`config.mk`:
```
export PLATFORM = sky130hd
export DESIGN_NAME = sr_ff_driver
export DESIGN_NICKNAME = d
export VERILOG_FILES = /design/src/rtl/sr_ff_driver.sv
export SDC_FILE = /design/constraint.sdc
export NUM_CORES = 1
export LEC_CHECK = 0
export CAP_MARGIN = 20
export CORE_UTILIZATION = 45
export CTS_BUF_LIST = sky130_fd_sc_hd__clkbuf_16
export CTS_CLUSTER_DIAMETER = 40
export DETAILED_ROUTE_END_ITERATION = 10
export HOLD_SLACK_MARGIN = 0.15
export PLACE_DENSITY = 0.75
export RECOVER_POWER = 50
export SYNTH_ARGS = -nofsm -noshare
export SYNTH_HDL_FRONTEND = slang
export SYNTH_SLANG_ARGS = --single-unit
```
`constraint.sdc`:
```
create_clock -name clock -period 1.7 [get_ports clock]
set_input_delay 0.34 -clock clock [delete_from_list [all_inputs] [get_ports clock]]
set_output_delay 0.34 -clock clock [all_outputs]
set_load 0.05 [all_outputs]
```
`src/rtl/sr_ff_driver.sv`:
```
// Serializes a WIDTH-bit word LSB-first into S/R excitation commands for one SR flip-flop,
// reads q/qbar back after every bit and records mismatches.
module sr_ff_driver #(
    parameter int WIDTH       = 8,
    parameter bit FORCE_DRIVE = 1'b0
) (
    input  logic             clock,
    input  logic             reset,
    input  logic             in_valid,
    input  logic [WIDTH-1:0] in_data,
    output logic             in_ready,
    output logic             s,
    output logic             r,
    input  logic             q_fb,
    input  logic             qbar_fb,
    output logic             busy,
    output logic             done,
    output logic             err,
    output logic [7:0]       mismatch_cnt
);
    localparam int IDX_W = (WIDTH > 1) ? $clog2(WIDTH) : 1;
    localparam logic [IDX_W-1:0] LAST_IDX = IDX_W'(WIDTH - 1);

    typedef enum logic [1:0] {IDLE, DRIVE, CHECK} state_t;

    state_t           state;
    logic [WIDTH-1:0] word;
    logic [IDX_W-1:0] idx;
    logic [IDX_W-1:0] idx_next;
    logic             exp_q;
    logic             exp_now;
    logic             mismatch;
    logic             bit_next;

    // {s,r} for target bit d given the believed flip-flop state; never returns 2'b11.
    function automatic logic [1:0] excite(input logic d, input logic cur);
        if (d == cur && !FORCE_DRIVE) return 2'b00;
        return d ? 2'b10 : 2'b01;
    endfunction

    function automatic logic [7:0] sat_inc(input logic [7:0] v);
        return (v == 8'hFF) ? v : v + 8'd1;
    endfunction

    assign mismatch = (q_fb != exp_q) || (qbar_fb != ~q_fb);
    // After a failed check the real flip-flop state is what the next excitation must follow.
    assign exp_now  = (state == CHECK && mismatch) ? q_fb : exp_q;
    assign idx_next = idx + 1'b1;
    assign bit_next = word[idx_next];
    assign in_ready = (state == IDLE);
    assign busy     = (state != IDLE);

    // s/r are registered, so each bit's command is computed on the edge that enters DRIVE.
    always_ff @(posedge clock) begin
        if (reset) begin
            state        <= IDLE;
            idx          <= '0;
            exp_q        <= 1'b0;
            s            <= 1'b0;
            r            <= 1'b0;
            done         <= 1'b0;
            err          <= 1'b0;
            mismatch_cnt <= 8'd0;
        end else begin
            done <= 1'b0;
            case (state)
                IDLE: begin
                    if (in_valid) begin
                        word   <= in_data;
                        idx    <= '0;
                        {s, r} <= excite(in_data[0], exp_q);
                        exp_q  <= in_data[0];
                        state  <= DRIVE;
                    end
                end
                DRIVE: begin
                    s     <= 1'b0;
                    r     <= 1'b0;
                    state <= CHECK;
                end
                CHECK: begin
                    if (mismatch) begin
                        err          <= 1'b1;
                        mismatch_cnt <= sat_inc(mismatch_cnt);
                    end
                    if (idx == LAST_IDX) begin
                        exp_q <= exp_now;
                        done  <= 1'b1;
                        state <= IDLE;
                    end else begin
                        idx    <= idx_next;
                        {s, r} <= excite(bit_next, exp_now);
                        exp_q  <= bit_next;
                        state  <= DRIVE;
                    end
                end
                default: state <= IDLE;
            endcase
        end
    end
endmodule

```
---- After elaboration in Yosys (flattened, before gate mapping) ----
Cells that the tools add are included.
word-level totals
  logic and storage cells ................. 72
  output and inout port bits .............. 14
  bits of input ports ..................... 13
  register bits after elaboration ......... 26
cells by class
  equal/unequal tests ..................... 10
  bitwise operators ....................... 4
  $add $sub $neg .......................... 2
  muxes and demuxes ....................... 33
  magnitude comparators ................... 1
  reduce and logical (&&, ||, !) cells .... 13
operators by type and width
  cell                                                                  number
  1-bit two-way mux                                                     18
  2-bit two-way mux                                                     7
  3-bit AND reduction                                                   4
  8-bit by 1-bit adder with 8-bit output, second input constant         1
  8-bit == test, second input constant                                  1
  3-bit two-way mux                                                     2
  1-bit one-hot mux with 3 select lines                                 2
  2-bit one-hot mux with 3 select lines                                 1
  3-bit one-hot mux with 2 select lines                                 1
  3-bit by 4-bit < comparator with 1-bit output, second input constant  1
  2-bit != test, second input constant                                  2
  1-bit inverter                                                        4
  2-bit AND reduction                                                   2
  2-bit nonzero test                                                    2
  3-bit by 1-bit adder with 3-bit output, second input constant         1
  1-bit binary-select mux with 3-bit select                             1
  3-bit == test, second input constant                                  1
  3-bit nonzero test                                                    1
  1-bit == test                                                         2
  2-bit by 1-bit == test with 1-bit output, second input constant       1
  2-bit == test, second input constant                                  1
  2-bit logical NOT                                                     1
  1-bit != test                                                         2
  1-bit one-hot mux with 2 select lines                                 1
  other kinds (3)                                                       3

---- Depth between registers and ports, before layout ----
  word-level depth ........................ 13
  depth in mapped cells ................... 7
  depth with buffers taken out ............ 6

---- Least setup slack after synthesis ----
OpenSTA, ideal clock, no wires.
  kind .................................... flip-flop to flip-flop
  from .................................... register state[0]
  to ...................................... register r
  stages on the path, launching flop included .. 8
  path slack .............................. -277 ps
  library setup time ...................... 79 ps
  arrival ................................. 1,897 ps
  data required time ...................... 1,621 ps
  cells stage by stage .................... dfxtp_1 inv_1 ha_1 nor2b_1 clkbuf_1 a211oi_1 nor2_1 a211oi_2
on the way
  elaborated cells between the ends (all ways) .. 17
RTL lines
  item                                                                  line  source
  start, declared                                                       26    state_t state;
  start signal, assigned                                                56    state <= IDLE;
  start signal, assigned                                                73    state <= DRIVE;
  start signal, assigned                                                79    state <= CHECK;
  2-bit logical NOT *                                                   --
  via in_ready                                                          11    output logic in_ready,
  2-bit != test (no source line) or 3-bit nonzero test (tied branches)  --
  3-bit AND reduction (no source line)                                  --
  end signal, assigned                                                  71    {s, r} <= excite(in_data[0], exp_q);
  end signal, assigned                                                  92    {s, r} <= excite(bit_next, exp_now);
  end, declared                                                         13    output logic r,
The timed path passes the listed nets; every way through them passes the cells marked *. The select of a mux whose other input is x is not followed.
A chain may end at the register's enable or synchronous reset.

---- Final worst setup path ----
  from .................................... register idx[0]
  to ...................................... register r
on the way
  word-level cells in the longest chain between the ends .. 11
  elaborated cells between the ends (all ways) .. 15
ends and longest elaborated chain
  item                                       line  source
  start, declared                            28    logic [IDX_W-1:0] idx;
  start signal, assigned                     91    idx <= idx_next;
  3-bit by 1-bit adder with 3-bit output     48    assign idx_next = idx + 1'b1;
  1-bit binary-select mux with 3-bit select  49    assign bit_next = word[idx_next];
  1-bit two-way mux (implied by the code)    49
  1-bit == test                              37    if (d == cur && !FORCE_DRIVE) return 2'b00;
  1-bit two-way mux                          37
  1-bit two-way mux                          86    if (idx == LAST_IDX) begin
  1-bit two-way mux                          66    case (state)
  1-bit two-way mux                          55    if (reset) begin
  2-bit two-way mux                          38    return d ? 2'b10 : 2'b01;
  1-bit two-way mux                          86
  1-bit one-hot mux with 3 select lines      66
Parallel ways exist; a longest one is shown, timed or not. The select of a mux whose other input is x is not followed.

==> impl_metrics.json <==
{
  "cts_tree": "yes",
  "ys.warnings.count": 0,
  "dp_hpwl_mm": 2.123,
  "seq_area_frac_synth_pct": 46.47,
  "clkTransAtPathRegs_ns": 0.06,
  "crit_required_ns": 1.88,
  "cts_hold_buf": 0,
  "place_inst": 196,
  "finalSetupViolations": 3,
  "grt_pass1_vias": 1112,
  "slew_headroom_pct": 60.21,
  "final_cells": 202,
  "drt-total-wl_mm": 2.902,
  "leakagePower_nw": 0.6670,
  "path_max_fanout": 3,
  "path_depth": 6,
  "synthToLayoutAreaGrowth_pct": 38.24,
  "cpLargestDelayFamily": "multiplexers",
  "diodes": 0,
  "clk_latency_ns": 0.26,
  "antenna_found_initial": 0,
  "grtUsageTotal_pct": 20.43,
  "start_util_pct": 47.28,
  "drc": 0,
  "ys_types": 34,
  "cap_violations": 0,
  "cts_buffers": 3,
  "dieArea_sq_mm": 0.003090,
  "post_dp_cell_area_sq_mm": 0.001702,
  "r2r-end": "r$_SDFFE_PP0P_",
  "layout.area.seq_sq_um": 610.6,
  "syn_inst": 129,
  "hold_end": "err$_SDFFE_PP0P_",
  "ir_drop_v": 0.0007006,
  "port_buffers": 26,
  "min-delay-start": "err$_SDFFE_PP0P_",
  "status": "finished, violations left",
  "violations": "setup timing",
  "fmax_ghz": 0.5590,
  "crit_chain": "ha_4, ha_4, mux4_2, mux2_4, o32a_1, a211oi_2",
  "synth_edf_count": 8,
  "drt-initial-drc-count": 54,
  "overflow": 0,
  "layout_commonest_cell": "buf_4",
  "multiInputGateArea_sq_um": 689.4,
  "clkSinkCount": 26,
  "cpPeakStageDelay_ns": 0.33,
  "worst_slack_ns": -0.08887,
  "nets": 194,
  "finalHoldViolCount": 0,
  "core_area_sq_mm": 0.002734,
  "maxSlewViolCount": 0,
  "grt_max_degree": 15,
  "num_vias": 1142,
  "syn_area_sq_mm": 0.001292,
  "cp.arrival_ns": 1.97,
  "vias_per_cell": 5.653,
  "whs_path_depth": 2,
  "num-fill-cells": 226,
  "cp_slowest_cell": "dfxtp_2",
  "root_buffer": "clkbuf_16",
  "post-route-period-util_pct": 105.2,
  "r2r_cells": 6,
  "worstSetupStartpointType": "register",
  "h-tree-depth": 1,
  "rsz0062_at_grt": "yes",
  "die_y_microns": 55.59,
  "critical_path.endpoint_type": "register",
  "final_cell_mix": "buf_4, clkbuf_1, dfxtp_1, a21oi_1",
  "avgRoutedWirePerCell_microns": 14.37,
  "dominantRegCellSynth": "dfxtp_1",
  "r2r-start": "idx[0]$_SDFFE_PP0P_",
  "p_per_area_mw_per_mm2": 831.9,
  "grt_pass1_wl_mm": 4.995,
  "async_reset_ff_share_pct": 0,
  "design_area_sq_mm": 0.001787,
  "ff2ff_setup_slack_ns": -0.09,
  "crit_type": "reg -> reg",
  "die_w_microns": 55.59,
  "syn_area_per_cell_sq_um": 10.02,
  "drive_above_1_share_pct": 25.73,
  "tightest_slew_ns": 0.5994,
  "routabilityCongestion": 0.8097,
  "p_total_mw": 1.486,
  "post-route-min-period_ns": 1.789,
  "ys_ff_latch": 26,
  "cpMostUsedCell": "ha_4",
  "fin_skew_ns": 0.004464,
  "clock_path_buffers": 2,
  "worstHoldPathType": "reg -> reg",
  "final_util_pct": 65.35,
  "syn-num-nets": 151,
  "drtAntennaViolNets": 0,
  "critPathBufInv": 0,
  "first_pass_iters": 4,
  "num_rows": 19,
  "pin_count": 27
}
==> cell type report <==
cell class                      instances  share of cell area [%]
Clock buffer                            3                   4.202
Clock inverter                          1                  0.2101
Inverter                               10                   2.101
Multi-Input combinational cell         88                   38.59
Sequential cell                        26                   34.17
Tap cell                               31                   2.171
Timing Repair Buffer                   43                   18.56
==> metal layers <==
layer | GRT usage, % | wire length [microns] | vias up
met5 | 0 | 0 | -
met4 | 4.643 | 17 | 0
met3 | 4.419 | 127 | 2
met2 | 35.63 | 1489 | 28
met1 | 25.91 | 1268 | 542
li1 | - | - | 570
==> state kept, by name, indices dropped and copies added, names as in the netlist <==
name          count
mismatch_cnt      8
word              8
idx               3
state             2
done              1
err               1
exp_q             1
r                 1
s                 1
==> repair_timing <==
| action | 4_1_cts | 5_1_grt |
|---|---|---|
| buffers inserted | 1 | 0 |
| endpoints found under the setup margin | 8 | 14 |
| gates resized for setup | 8 | 6 |
| cloned | 1 | 0 |
| pin swaps | 5 | 1 |
==> cells by family (layout without fill, tap and decap cells) <==
family | after synthesis | in the layout | share of synthesized area, %
buffers and inverters | 15 | 57 | 4.357
multiplexers | 4 | 4 | 5.711
AND/OR/NAND/NOR | 40 | 40 | 15.97
adder cells (fa/ha/maj) | 9 | 9 | 8.713
AO/OA/AOI/OAI | 35 | 35 | 18.78
flip-flops | 26 | 26 | 46.47
==> worst max path at each step <==
stage / from / endpoint / slack, ns
finish: idx[0]$_SDFFE_PP0P_ / r$_SDFFE_PP0P_ / -0.09
global route: idx[0]$_SDFFE_PP0P_ / exp_q$_SDFFE_PP0P_ / -0.18
CTS: idx[0]$_SDFFE_PP0P_ / r$_SDFFE_PP0P_ / -0.09
detailed placement: q_fb / mismatch_cnt[3]$_SDFFE_PP0P_ / -0.26
global placement: q_fb / mismatch_cnt[6]$_SDFFE_PP0P_ / -0.23
floorplan: idx[0]$_SDFFE_PP0P_ / r$_SDFFE_PP0P_ / -0.06
==> synthesized netlist by cell type (all sizes together) (4+ instances only) <==
cell type / count / area [sq um]
o31ai: 6 / 45.04
nand3: 4 / 20.02
inv: 10 / 37.54
a21oi: 11 / 55.05
nor2: 11 / 41.29
clkbuf: 5 / 18.77
ha: 9 / 112.6
dfxtp: 18 / 360.4
edfxtp: 8 / 240.2
nand2: 8 / 30.03
==> where the power goes <==
| part | switching [mW] | leakage, nW | internal [mW] |
|---|---|---|---|
| Clock | 0.199 | 0.0423 | 0.314 |
| Combinational | 0.158 | 0.401 | 0.127 |
| Sequential | 0.0193 | 0.223 | 0.669 |
==> worst min-delay path, stage by stage, from the launching register on <==
cell	delay [ns]
dfxtp_1	0.31
inv_1	0.05
a21oi_1	0.05
==> per-stage QoR <==
step                      setup WS (ns)  setup TNS [ns]  hold slack (ns)
after detailed placement        -0.2606          -1.805           0.4470
after CTS                      -0.08897         -0.2242           0.4557
after global placement          -0.2317          -1.494           0.4413
after floorplan                -0.06209        -0.06209           0.4389
final                          -0.08887         -0.2242           0.4509
after global routing            -0.1777         -0.5673           0.4689
(Power assumes the default switching activity.)
